[config.mk]
export PLATFORM = sky130hd
export DESIGN_NAME = td4_sequencer
export DESIGN_NICKNAME = d
export VERILOG_FILES = /design/src/rtl/td4_sequencer.sv
export SDC_FILE = /design/constraint.sdc
export NUM_CORES = 1
export LEC_CHECK = 0
export CAP_MARGIN = 10
export CORE_ASPECT_RATIO = 1.25
export CORE_MARGIN = 5
export CORE_UTILIZATION = 65
export CTS_BUF_LIST = sky130_fd_sc_hd__clkbuf_2
export CTS_CLUSTER_SIZE = 25
export DETAILED_ROUTE_END_ITERATION = 8
export DONT_BUFFER_PORTS = 1
export PLACE_DENSITY = 0.91
export SKIP_CTS_REPAIR_TIMING = 1
export SLEW_MARGIN = 20
export SYNTH_ARGS = -nofsm -noshare
export SYNTH_HDL_FRONTEND = slang
export SYNTH_SLANG_ARGS = --single-unit
[constraint.sdc]
create_clock -name clk -period 2.4 [get_ports clk]
set_input_delay 0.48 -clock clk [delete_from_list [all_inputs] [get_ports clk]]
set_output_delay 0.48 -clock clk [all_outputs]
set_load 0.01 [all_outputs]
[src/rtl/td4_sequencer.sv]
// TD4 4-bit CPU control unit: fetch/exec/writeback sequencer that owns
// pc, A, B, the output port and the carry flag.
module td4_sequencer (
  input  logic       clk,
  input  logic       rst,
  input  logic       run,
  input  logic       step,
  input  logic [7:0] rom_data,
  input  logic [3:0] in_port,
  output logic [3:0] rom_addr,
  output logic [3:0] out_port,
  output logic [3:0] reg_a,
  output logic [3:0] reg_b,
  output logic       carry,
  output logic       busy,
  output logic       instr_done,
  output logic       halted
);

  typedef enum logic [1:0] {
    S_IDLE  = 2'd0,
    S_FETCH = 2'd1,
    S_EXEC  = 2'd2,
    S_WB    = 2'd3
  } state_e;

  typedef enum logic [1:0] {
    SRC_A    = 2'd0,
    SRC_B    = 2'd1,
    SRC_IN   = 2'd2,
    SRC_ZERO = 2'd3
  } src_e;

  typedef enum logic [2:0] {
    DST_NONE = 3'd0,
    DST_A    = 3'd1,
    DST_B    = 3'd2,
    DST_OUT  = 3'd3,
    DST_JMP  = 3'd4,
    DST_JNC  = 3'd5
  } dst_e;

  state_e     state_q, state_d;
  logic [3:0] pc_q, pc_d;
  logic [3:0] a_q, a_d;
  logic [3:0] b_q, b_d;
  logic [3:0] out_q, out_d;
  logic       carry_q, carry_d;
  logic       halted_q, halted_d;
  logic [7:0] ir_q, ir_d;
  logic [4:0] sum_q, sum_d;

  src_e       src_sel;
  dst_e       dst_sel;
  logic [3:0] src_val;
  logic [3:0] imm;
  logic       jump_taken;
  logic       halt_now;

  assign imm = ir_q[3:0];

  // Opcode decode of the latched instruction; unlisted opcodes are NOPs.
  always_comb begin
    src_sel = SRC_ZERO;
    dst_sel = DST_NONE;
    case (ir_q[7:4])
      4'b0000: begin src_sel = SRC_A;    dst_sel = DST_A;   end
      4'b0001: begin src_sel = SRC_B;    dst_sel = DST_A;   end
      4'b0010: begin src_sel = SRC_IN;   dst_sel = DST_A;   end
      4'b0011: begin src_sel = SRC_ZERO; dst_sel = DST_A;   end
      4'b0100: begin src_sel = SRC_A;    dst_sel = DST_B;   end
      4'b0101: begin src_sel = SRC_B;    dst_sel = DST_B;   end
      4'b0110: begin src_sel = SRC_IN;   dst_sel = DST_B;   end
      4'b0111: begin src_sel = SRC_ZERO; dst_sel = DST_B;   end
      4'b1001: begin src_sel = SRC_B;    dst_sel = DST_OUT; end
      4'b1011: begin src_sel = SRC_ZERO; dst_sel = DST_OUT; end
      4'b1110: begin src_sel = SRC_ZERO; dst_sel = DST_JNC; end
      4'b1111: begin src_sel = SRC_ZERO; dst_sel = DST_JMP; end
      default: begin src_sel = SRC_ZERO; dst_sel = DST_NONE; end
    endcase
  end

  always_comb begin
    src_val = 4'd0;
    case (src_sel)
      SRC_A:    src_val = a_q;
      SRC_B:    src_val = b_q;
      SRC_IN:   src_val = in_port;
      default:  src_val = 4'd0;
    endcase
  end

  // JNC looks at carry_q, which still holds the flag from before this instruction.
  assign jump_taken = (dst_sel == DST_JMP) || ((dst_sel == DST_JNC) && !carry_q);
  assign halt_now   = (dst_sel == DST_JMP) && (sum_q[3:0] == pc_q);

  // run is a level (keep executing), step a single-cycle request that is only
  // honoured in IDLE; neither is queued, and halted blocks both.
  always_comb begin
    state_d    = state_q;
    pc_d       = pc_q;
    a_d        = a_q;
    b_d        = b_q;
    out_d      = out_q;
    carry_d    = carry_q;
    halted_d   = halted_q;
    ir_d       = ir_q;
    sum_d      = sum_q;
    instr_done = 1'b0;
    case (state_q)
      S_IDLE: begin
        if ((run || step) && !halted_q) begin
          state_d = S_FETCH;
        end
      end
      S_FETCH: begin
        ir_d    = rom_data;
        state_d = S_EXEC;
      end
      S_EXEC: begin
        sum_d   = {1'b0, src_val} + {1'b0, imm};
        state_d = S_WB;
      end
      S_WB: begin
        instr_done = 1'b1;
        case (dst_sel)
          DST_A:   a_d   = sum_q[3:0];
          DST_B:   b_d   = sum_q[3:0];
          DST_OUT: out_d = sum_q[3:0];
          default: ;
        endcase
        carry_d = (dst_sel == DST_NONE) ? 1'b0 : sum_q[4];
        pc_d    = jump_taken ? sum_q[3:0] : (pc_q + 4'd1);
        if (halt_now) begin
          halted_d = 1'b1;
          state_d  = S_IDLE;
        end else if (run) begin
          state_d = S_FETCH;
        end else begin
          state_d = S_IDLE;
        end
      end
      default: state_d = S_IDLE;
    endcase
  end

  always_ff @(posedge clk) begin
    if (rst) begin
      state_q  <= S_IDLE;
      pc_q     <= 4'd0;
      a_q      <= 4'd0;
      b_q      <= 4'd0;
      out_q    <= 4'd0;
      carry_q  <= 1'b0;
      halted_q <= 1'b0;
      ir_q     <= 8'd0;
      sum_q    <= 5'd0;
    end else begin
      state_q  <= state_d;
      pc_q     <= pc_d;
      a_q      <= a_d;
      b_q      <= b_d;
      out_q    <= out_d;
      carry_q  <= carry_d;
      halted_q <= halted_d;
      ir_q     <= ir_d;
      sum_q    <= sum_d;
    end
  end

  assign rom_addr = pc_q;
  assign out_port = out_q;
  assign reg_a    = a_q;
  assign reg_b    = b_q;
  assign carry    = carry_q;
  assign halted   = halted_q;
  assign busy     = (state_q != S_IDLE);

endmodule

==> metrics.yaml, run 1 <==
finalSetupTns_ns: 0
finClkSkew_ns: 0.0216
wire_per_inst_um: 16.1
core_area_um2: 2710
slowest_delay_ns: 0.50
syn_nets: 220
p_leak_uw: 0.000761
powerDensity_nw_per_um2: 891
placed_area_um2: 1870
final_net_count: 221
worst_slew_pin_slew_ns: 0.461
finalCriticalPeriod_ns: 2.09
outcome: "finished, final reports clean"
drive_gt1_share_pct: 9.74
die-area_um2: 4020
ant_nets: 0
r2r-start: "src_sel[1]$_DFF_P_"
worstPathMaxFanout: 5
busiest_layer: "met2"
die_h_um: 69.7
post-place-ws_ns: 0.327
crit_type: "flip-flop to flip-flop"
timing.max_cap.violations: 0
met3_usage_pct: 7.45
drt_first_pass_iters: 5
rsz0062_at_grt: "false"
num-fill-cells: 194
diodes: 0
gp_congestion: 0.796
antenna_found_initial: 0
critPathArrivalTime_ns: 2.35
synth_commonest_cells: "dfxtp_1, mux2i_1, nor2_1"
synth_area_um2: 1850
end_kind: "flip-flop"
drt-vias-per-instance: 5.94
grt_overflow: 0
fin_ws_ns: 0.314
port_buffers: 0
synth_top_cell_by_area: "dfxtp_1"
critPathLaunch: "src_sel[1]$_DFF_P_"
grt_pass1_wl_um: 6040
ys_seq_area_share_pct: 41.1
cts-root-buf: "clkbuf_2"
fmax_ghz: 0.479
synth-async-reset-ratio_pct: 0
synth.distinct_cells: 40
drtIter0Drc: 50
rows: 21
path_cells: "mux2i_1, o21a_1, inv_1, ha_1, a21o_1, a21oi_1, or4b_1, o311ai_0"
yosys_warnings: 0
die_x_um: 57.7
stdcell_area_um2: 1910
clk_latency_ns: 0.38
relSlewSlack_pct: 69.1
cp_slowest_cell: "dfxtp_1"
start_kind: "flip-flop"
grt_usage_pct: 19.4
ios: 36
ir_drop_mv: 0.583
synth-seq-cells: 38
ys_top_cells_by_area: "dfxtp_1, mux2i_1, ha_1"
dr_total_vias: 1361
syn-mean-instance-area_um2: 9.59
wl_um: 3680
syn_inst: 193
hold_start: "rst"
synth_top_cell_area_share_pct: 41.1
hold_path_class: "primary input to flip-flop"
globalRouteMet1Util_pct: 19.2
multiInputGateArea_um2: 1010
clkSinkCount: 38
numCtsBuffers: 5
yosysMostFrequentCell: "dfxtp_1"
synth-main-ff-cell: "dfxtp_1"
cts_tree: "done"
drcViolationCount: 0
r2r_setup_slack_ns: 0.31
clk_path_buf_depth: 2
synth_edf_count: 0
hold_viol: 0
setup_violations: 0
cts_max_level: 2
required_ns: 2.67
cts.clk_slew.worst_paths_ns: 0.19
slew_violations: 0
syn_to_final_growth_pct: 3.18
regArea_um2: 761
met2_usage_pct: 34.2
dp_hpwl_um: 2820
grt_pass1_vias: 1393
fin_crit_sh_pct: 86.9
grt_max_degree: 41
initial_core_util_pct: 68.4
## per-layer routing
| layer | routed length (um) | vias to the layer above |
|---|---|---|
| li1 | - | 677 |
| met1 | 1420 | 633 |
| met2 | 1950 | 44 |
| met3 | 251 | 7 |
| met4 | 68 | 0 |
| met5 | 0 | - |
## cells by family (layout without fill, tap and decap cells)
kind of cell,Yosys count,after routing,synth area share [%]
AOI/OAI and AO/OA,29,29,10.1
xor gates and xnor gates,5,5,2.36
adders and majority gates,11,11,7.84
buffers and inverters,20,22,4.46
DFF,38,38,41.1
muxes,30,30,16.4
and+or+nand+nor,60,60,17.8
## area by class of cell
cell class | instances | area share, %
multi-input combinational | 135 | 52.8
sequential | 38 | 39.8
inverter | 12 | 2.36
tap | 34 | 2.23
clock buffer | 6 | 1.57
timing repair buffer | 2 | 0.786
clock inverter | 2 | 0.458
## placed cells by master (no fill, tap or decap), types with 2 or more instances in the layout
| cell | count |
|---|---|
| nor2b_1 | 2 |
| mux2i_1 | 28 |
| inv_2 | 2 |
| nand4b_1 | 2 |
| nor4b_4 | 2 |
| inv_1 | 10 |
| nand3_1 | 3 |
| ha_1 | 10 |
| buf_4 | 2 |
| dfxtp_1 | 38 |
| o21ai_0 | 7 |
| nand2_1 | 10 |
| a211oi_1 | 2 |
| a21oi_1 | 9 |
| mux2_2 | 2 |
| clkbuf_2 | 6 |
| o22ai_1 | 2 |
| nor2_1 | 28 |
| nand2b_1 | 2 |
| nor3_1 | 3 |
| o311ai_0 | 2 |
| xor2_1 | 4 |
## registers in the layout, summed over array words and instances, names as in the netlist
register and cells:
sum_q 5, reg_b 4, dst_sel 3, state_q 2
halted 1, carry 1, ir_q 8, out_port 4
src_sel 2, rom_addr 4, reg_a 4
## report_power, final
group | leakage, uW | internal (uW) | switching, uW
sequential | 0.000309 | 736 | 131
clock | 0.0000304 | 71.7 | 201
combinational | 0.000422 | 268 | 295
total | 0.000761 | 1080 | 627
## through the flow
stage	total power [uW]	hold WS, ns	std cells	util, %
floorplan	1330	0.458	193	-
global placement	1410	0.479	221	69.2
detailed placement	1440	0.504	221	69.2
CTS	1710	0.118	229	70.6
global route	1820	0.0844	229	70.6
finish	1700	0.144	229	70.6
## critical path: cells and delay by family (launching register included)
kind	cells	cell delay, ns
buf+inv	1	0.06
flops	1	0.50
mux	1	0.23
fa+ha+maj	1	0.26
compound gates	4	0.48
simple gates	1	0.46
## worst paths after layout
path         depth (start not counted)                    end
max                                  8  sum_q[3]$_SDFFE_PP0N_
min                                  1  sum_q[1]$_SDFFE_PP0N_
max reg2reg                          8  sum_q[3]$_SDFFE_PP0N_
min reg2reg                          2  sum_q[4]$_SDFFE_PP0N_
Note: power is estimated with default switching activity, not from simulation.
==> run 2, diff against run 1 <==
--- a/config.mk
+++ b/config.mk
@@ -14,6 +14,7 @@
 export DETAILED_ROUTE_END_ITERATION = 8
 export DONT_BUFFER_PORTS = 1
 export PLACE_DENSITY = 0.91
+export RECOVER_POWER = 25
 export SKIP_CTS_REPAIR_TIMING = 1
 export SLEW_MARGIN = 20
 export SYNTH_ARGS = -nofsm -noshare
==> metrics.yaml, run 2 (synthesized netlist as in run 1, its figures left out) <==
grt_pass1_vias: 1393  # unchanged
grt_max_degree: 41  # unchanged
fmax_ghz: 0.474  # -1.1%
rsz0062_at_grt: "false"
drive_gt1_share_pct: 8.72  # -1.0 points
die_h_um: 69.7  # unchanged
rows: 21  # unchanged
relSlewSlack_pct: 66.1  # -3.1 points
core_area_um2: 2710  # unchanged
slew_violations: 0  # unchanged
diodes: 0  # unchanged
drt_first_pass_iters: 6  # +1
initial_core_util_pct: 68.4  # unchanged
powerDensity_nw_per_um2: 888  # -0.32%
required_ns: 2.69  # +0.02 ns
worstPathMaxFanout: 5  # unchanged
cts-root-buf: "clkbuf_2"
end_kind: "flip-flop"
dp_hpwl_um: 2820  # unchanged
cts_max_level: 2  # unchanged
clk_path_buf_depth: 2  # unchanged
intPower_uw: 1070  # -0.72%
p_leak_uw: 0.000757  # -0.55%
critPathArrivalTime_ns: 2.40  # +0.05 ns
power_frac_seq_pct: 51.2  # +0.3 points
ios: 36  # unchanged
finalCriticalPeriod_ns: 2.11  # +0.0237 ns
finalSetupTns_ns: 0  # unchanged
grt_pass1_wl_um: 6040  # unchanged
crit_type: "flip-flop to flip-flop"
cts.clk_slew.worst_paths_ns: 0.19  # about the same
drcViolationCount: 0  # unchanged
antenna_found_initial: 0  # unchanged
stdcell_count: 229  # unchanged
finClkSkew_ns: 0.0230  # +0.00141 ns
grt_usage_pct: 19.4  # unchanged
drt-vias-per-instance: 6.02  # +1.2%
numCtsBuffers: 5  # unchanged
ant_nets: 0  # unchanged
start_kind: "flip-flop"
final_cell_mix: "dfxtp_1, mux2i_1, nor2_1"
power_uw: 1690  # -0.52%
fin_crit_sh_pct: 87.9  # +0.99 points
grt_overflow: 0  # unchanged
final_net_count: 221  # unchanged
dp_cells: 221  # unchanged
fin_ws_ns: 0.290  # -0.0237 ns
dr_total_vias: 1378  # +1.2%
holdWs_ns: 0.147  # +0.00264 ns
switching_share_pct: 37.0  # +0.13 points
hold_path_class: "primary input to flip-flop"
switchingPower_uw: 626  # -0.16%
worst_slew_pin_slew_ns: 0.509  # +0.0482 ns
setup_violations: 0  # unchanged
clkSinkCount: 38  # unchanged
die-area_um2: 4020  # unchanged
wire_per_inst_um: 16.1  # +0.38%
gp_congestion: 0.796  # unchanged
outcome: "finished, final reports clean"
ir_drop_mv: 0.582  # -0.14%
wl_um: 3700  # +0.38%
regMostFlops: "ir_q"
clk_latency_ns: 0.37  # about the same
reg_top3: "ir_q x8, sum_q x5"
port_buffers: 0  # unchanged
clkPwrFrac_pct: 16.0  # about the same
cts_tree: "done"
drtIter0Drc: 50  # unchanged
largest_reg_flops: 8  # unchanged
die_x_um: 57.7  # unchanged
combPwrFrac_pct: 32.8  # -0.3 points
timing.max_cap.violations: 0  # unchanged
syn_to_final_growth_pct: 2.97
hold_viol: 0  # unchanged
post-place-ws_ns: 0.327  # unchanged
layout_commonest_cell: "dfxtp_1"
==> run 2: cell types whose count changed in the layout (fill, tap and decap cells not counted) <==
| cell | change |
|---|---|
| clkbuf_1 | +1 |
| inv_2 | -1 |
| inv_1 | +1 |
| buf_4 | -1 |
==> run 2: layer usage <==
layer  vias to the layer above  global-route usage (%)  part of all wire, %
met5                         -                       0                    0
met4                         0                    9.28                  1.8
met3                         7                    7.45                  6.8
met2                        47                    34.2                   53
met1                       650                    19.2                   38
li1                        674                       -                    -
==> run 2: area by class of cell <==
type,count,area (um^2)
tap,34,42.5
clock inverter,2,8.76
inverter,12,45.0
sequential,38,761
multi-input combinational,135,1010
timing repair buffer,2,11.3
fill,194,800
clock buffer,6,30.0
==> run 2: worst paths after layout <==
check / start / endpoint / slack (ns) / depth (start not counted)
setup / recovery: src_sel[0]$_SDFF_PP1_ / sum_q[4]$_SDFFE_PP0N_ / 0.29 / 9
hold / removal: rst / sum_q[1]$_SDFFE_PP0N_ / 0.15 / 1
setup reg to reg: src_sel[0]$_SDFF_PP1_ / sum_q[4]$_SDFFE_PP0N_ / 0.29 / 9
hold reg to reg: ir_q[3]$_SDFFE_PP0P_ / ir_q[3]$_SDFFE_PP0P_ / 0.53 / 2
==> run 2: power groups by stage <==
stage / sequential, uW / combinational (uW) / clock [uW]
after floorplan: 835 / 500 / 0
after global placement: 871 / 536 / 0
after detailed placement: 880 / 563 / 0
after CTS: 865 / 565 / 280
after global routing: 881 / 620 / 307
final: 867 / 555 / 271
==> run 2: worst max-delay path, cell delays in order (launching register included) <==
cell and delay (ns):
dfxtp_1 0.42, nor2b_1 0.28, nand2_1 0.09, o21ai_0 0.08, ha_1 0.19, inv_1 0.05, fa_1 0.39, nor2b_1 0.12
o21ai_0 0.08, a311oi_1 0.32
==> run 2: stage by stage <==
stage | utilization [%] | cell area [um^2]
after floorplan | - | 1850
after global placement | 69.2 | 1870
after detailed placement | 69.2 | 1870
after CTS | 70.6 | 1910
after global routing | 70.5 | 1910
final | 70.5 | 1910
==> run 3, diff against run 2 <==
--- a/config.mk
+++ b/config.mk
@@ -15,7 +15,6 @@
 export DONT_BUFFER_PORTS = 1
 export PLACE_DENSITY = 0.91
 export RECOVER_POWER = 25
-export SKIP_CTS_REPAIR_TIMING = 1
 export SLEW_MARGIN = 20
 export SYNTH_ARGS = -nofsm -noshare
 export SYNTH_HDL_FRONTEND = slang
==> constraint.sdc (replaced) <==
create_clock -name clk -period 2.3 [get_ports clk]
set_input_delay 0.46 -clock clk [delete_from_list [all_inputs] [get_ports clk]]
set_output_delay 0.46 -clock clk [all_outputs]
set_load 0.01 [all_outputs]
==> metrics.yaml, run 3 (synthesized netlist as in run 1, its figures left out) <==
largest_reg_flops: 8  # unchanged
cp_slowest_cell: "dfxtp_2"
antenna_found_initial: 0  # unchanged
cts-root-buf: "clkbuf_2"
cp_common_cell: "o21ai_0"
grt_max_degree: 41  # unchanged
ir_drop_mv: 1.02  # +74%
final_util_pct: 71.2  # +0.74 points
ant_nets: 0  # unchanged
fin_crit_sh_pct: 91.0  # +3.1 points
cts.clk_slew.worst_paths_ns: 0.19  # about the same
rows: 21  # unchanged
end_kind: "flip-flop"
numCtsBuffers: 5  # unchanged
final_net_count: 221  # unchanged
r2r_setup_slack_ns: 0.21  # -0.08 ns
die-area_um2: 4020  # unchanged
critPathBufInv: 1  # unchanged
setup_violations: 0  # unchanged
num-fill-cells: 201  # +3.6%
stdcell_count: 229  # unchanged
drt-vias-per-instance: 6.07  # +0.87%
dr_total_vias: 1390  # +0.87%
finalSetupTns_ns: 0  # unchanged
worst_slew_pin_slew_ns: 0.473  # -0.0357 ns
grt_pass1_vias: 1408  # +1.1%
dp_hpwl_um: 2840  # +0.59%
grt_overflow: 0  # unchanged
power_uw: 1910  # +13%
drive_gt1_share_pct: 10.3  # +1.5 points
wl_um: 3800  # +2.8%
holdPathStages: 1  # unchanged
cts_tree: "done"
clkSinkCount: 38  # unchanged
initial_core_util_pct: 68.4  # unchanged
hold_path_class: "primary input to flip-flop"
drt_first_pass_iters: 4  # -2
outcome: "finished, final reports clean"
wire_per_inst_um: 16.6  # +2.8%
fmax_ghz: 0.478  # +0.81%
r2r_cells: 9  # unchanged
final_cell_mix: "dfxtp_1, mux2i_1, nor2_1"
path_delay_family: "adder cells"
critPathArrivalTime_ns: 2.41  # about the same
relSlewSlack_pct: 68.4  # +2.4 points
timing.max_cap.violations: 0  # unchanged
ios: 36  # unchanged
endpoint: "sum_q[4]$_SDFFE_PP0N_"
layout_commonest_cell: "dfxtp_1"
p_leak_uw: 0.000767  # +1.3%
syn_to_final_growth_pct: 4.05
core_area_um2: 2710  # unchanged
rsz0062_at_grt: "false"
crit_type: "flip-flop to flip-flop"
critPathLaunch: "src_sel[0]$_SDFF_PP1_"
dp_cells: 221  # unchanged
path_depth: 9  # unchanged
slew_violations: 0  # unchanged
grt_usage_pct: 20.2  # +0.86 points
cts_max_level: 2  # unchanged
regMostFlops: "ir_q"
powerDensity_nw_per_um2: 991  # +12%
clk_latency_ns: 0.40  # +0.03 ns
path_cells: "nor2b_2, nand2_1, o21ai_0, ha_1, inv_1, fa_1, nor2b_1, o21ai_0, a311oi_1"
port_buffers: 0  # unchanged
start_kind: "flip-flop"
slowest_delay_ns: 0.40  # -0.02 ns
clk_path_buf_depth: 2  # unchanged
drtIter0Drc: 69  # +38%
hold_viol: 0  # unchanged
grt_pass1_wl_um: 6380  # +5.6%
die_h_um: 69.7  # unchanged
required_ns: 2.61  # -0.08 ns
diodes: 0  # unchanged
worstPathMaxFanout: 5  # unchanged
rr_endpoint: "sum_q[4]$_SDFFE_PP0N_"
gp_congestion: 0.790  # -0.77%
die_x_um: 57.7  # unchanged
r2r-start: "src_sel[0]$_SDFF_PP1_"
finalCriticalPeriod_ns: 2.09  # -0.0170 ns
drcViolationCount: 0  # unchanged
reg_top3: "ir_q x8, sum_q x5"
finClkSkew_ns: 0.0169  # -0.00607 ns
[run 3: changes by cell type in the layout (fill, tap and decap cells not counted)]
cell and change:
clkbuf_2 +1, clkbuf_1 +1, nor2b_2 +1, buf_4 -1, nor2b_4 -1, dfxtp_2 +2
clkinv_2 -1, inv_1 -1, inv_2 +1, clkinv_1 -1, dfxtp_1 -2, bufinv_16 +1
[run 3: final cells by class]
cell class                 instances  area [um^2]  share of cell area [%]
clock buffer                       7         35.0                    1.82
clock inverter                     1         30.0                    1.56
inverter                          12         45.0                    2.34
multi-input combinational        135         1000                    52.1
sequential                        38          763                    39.6
tap                               34         42.5                    2.21
timing repair buffer               2         7.51                   0.390
[run 3: power by group]
part | total [uW] | switching [uW] | internal (uW)
Combinational | 592 | 320 | 273
Sequential | 910 | 139 | 771
Clock | 408 | 214 | 194
[run 3: metal layers]
metal	vias to the layer above	global-route usage [%]	share of wire, %
li1	676	-	-
met1	667	20.8	40
met2	37	35.4	53
met3	10	7.45	6.2
met4	0	9.02	1.6
met5	-	0	0
[run 3: how the worst min path moves through the flow]
| stage | end | slack, ns | from |
|---|---|---|---|
| 6_report | rom_addr[1]$_SDFFE_PP0P_ | 0.11 | rst |
| 2_1_floorplan | sum_q[4]$_SDFFE_PP0N_ | 0.46 | sum_q[4]$_SDFFE_PP0N_ |
| 3_5_place_dp | carry$_SDFFE_PP0P_ | 0.49 | sum_q[4]$_SDFFE_PP0N_ |
| 3_3_place_gp | sum_q[4]$_SDFFE_PP0N_ | 0.48 | sum_q[4]$_SDFFE_PP0N_ |
| 5_1_grt | reg_b[0]$_SDFFE_PP0P_ | 0.06 | rst |
| 4_1_cts | rom_addr[1]$_SDFFE_PP0P_ | 0.07 | rst |
[run 3: metrics by stage]
step                      setup WS (ns)  hold WS (ns)  cell area (um^2)
final                             0.207         0.105              1930
after global routing             0.0509        0.0594              1930
after CTS                         0.123        0.0660              1940
after detailed placement          0.197         0.495              1870
after global placement            0.375         0.479              1870
after floorplan                   0.319         0.458              1850
[run 3: worst reg2reg max path: stages (launching register included)]
cell and delay [ns]:
dfxtp_2 0.40, nor2b_2 0.22, nand2_1 0.08, o21ai_0 0.11, ha_1 0.21, inv_1 0.06
fa_1 0.39, nor2b_1 0.15, o21ai_0 0.10, a311oi_1 0.28
[run 3: repair_timing]
action / in CTS / in global routing
setup buffers: 0 / 0
hold buffers: 0 / 0
gates resized for setup: 0 / 3
endpoints found under the hold margin: 0 / 0
endpoints found under the setup margin: 0 / 1
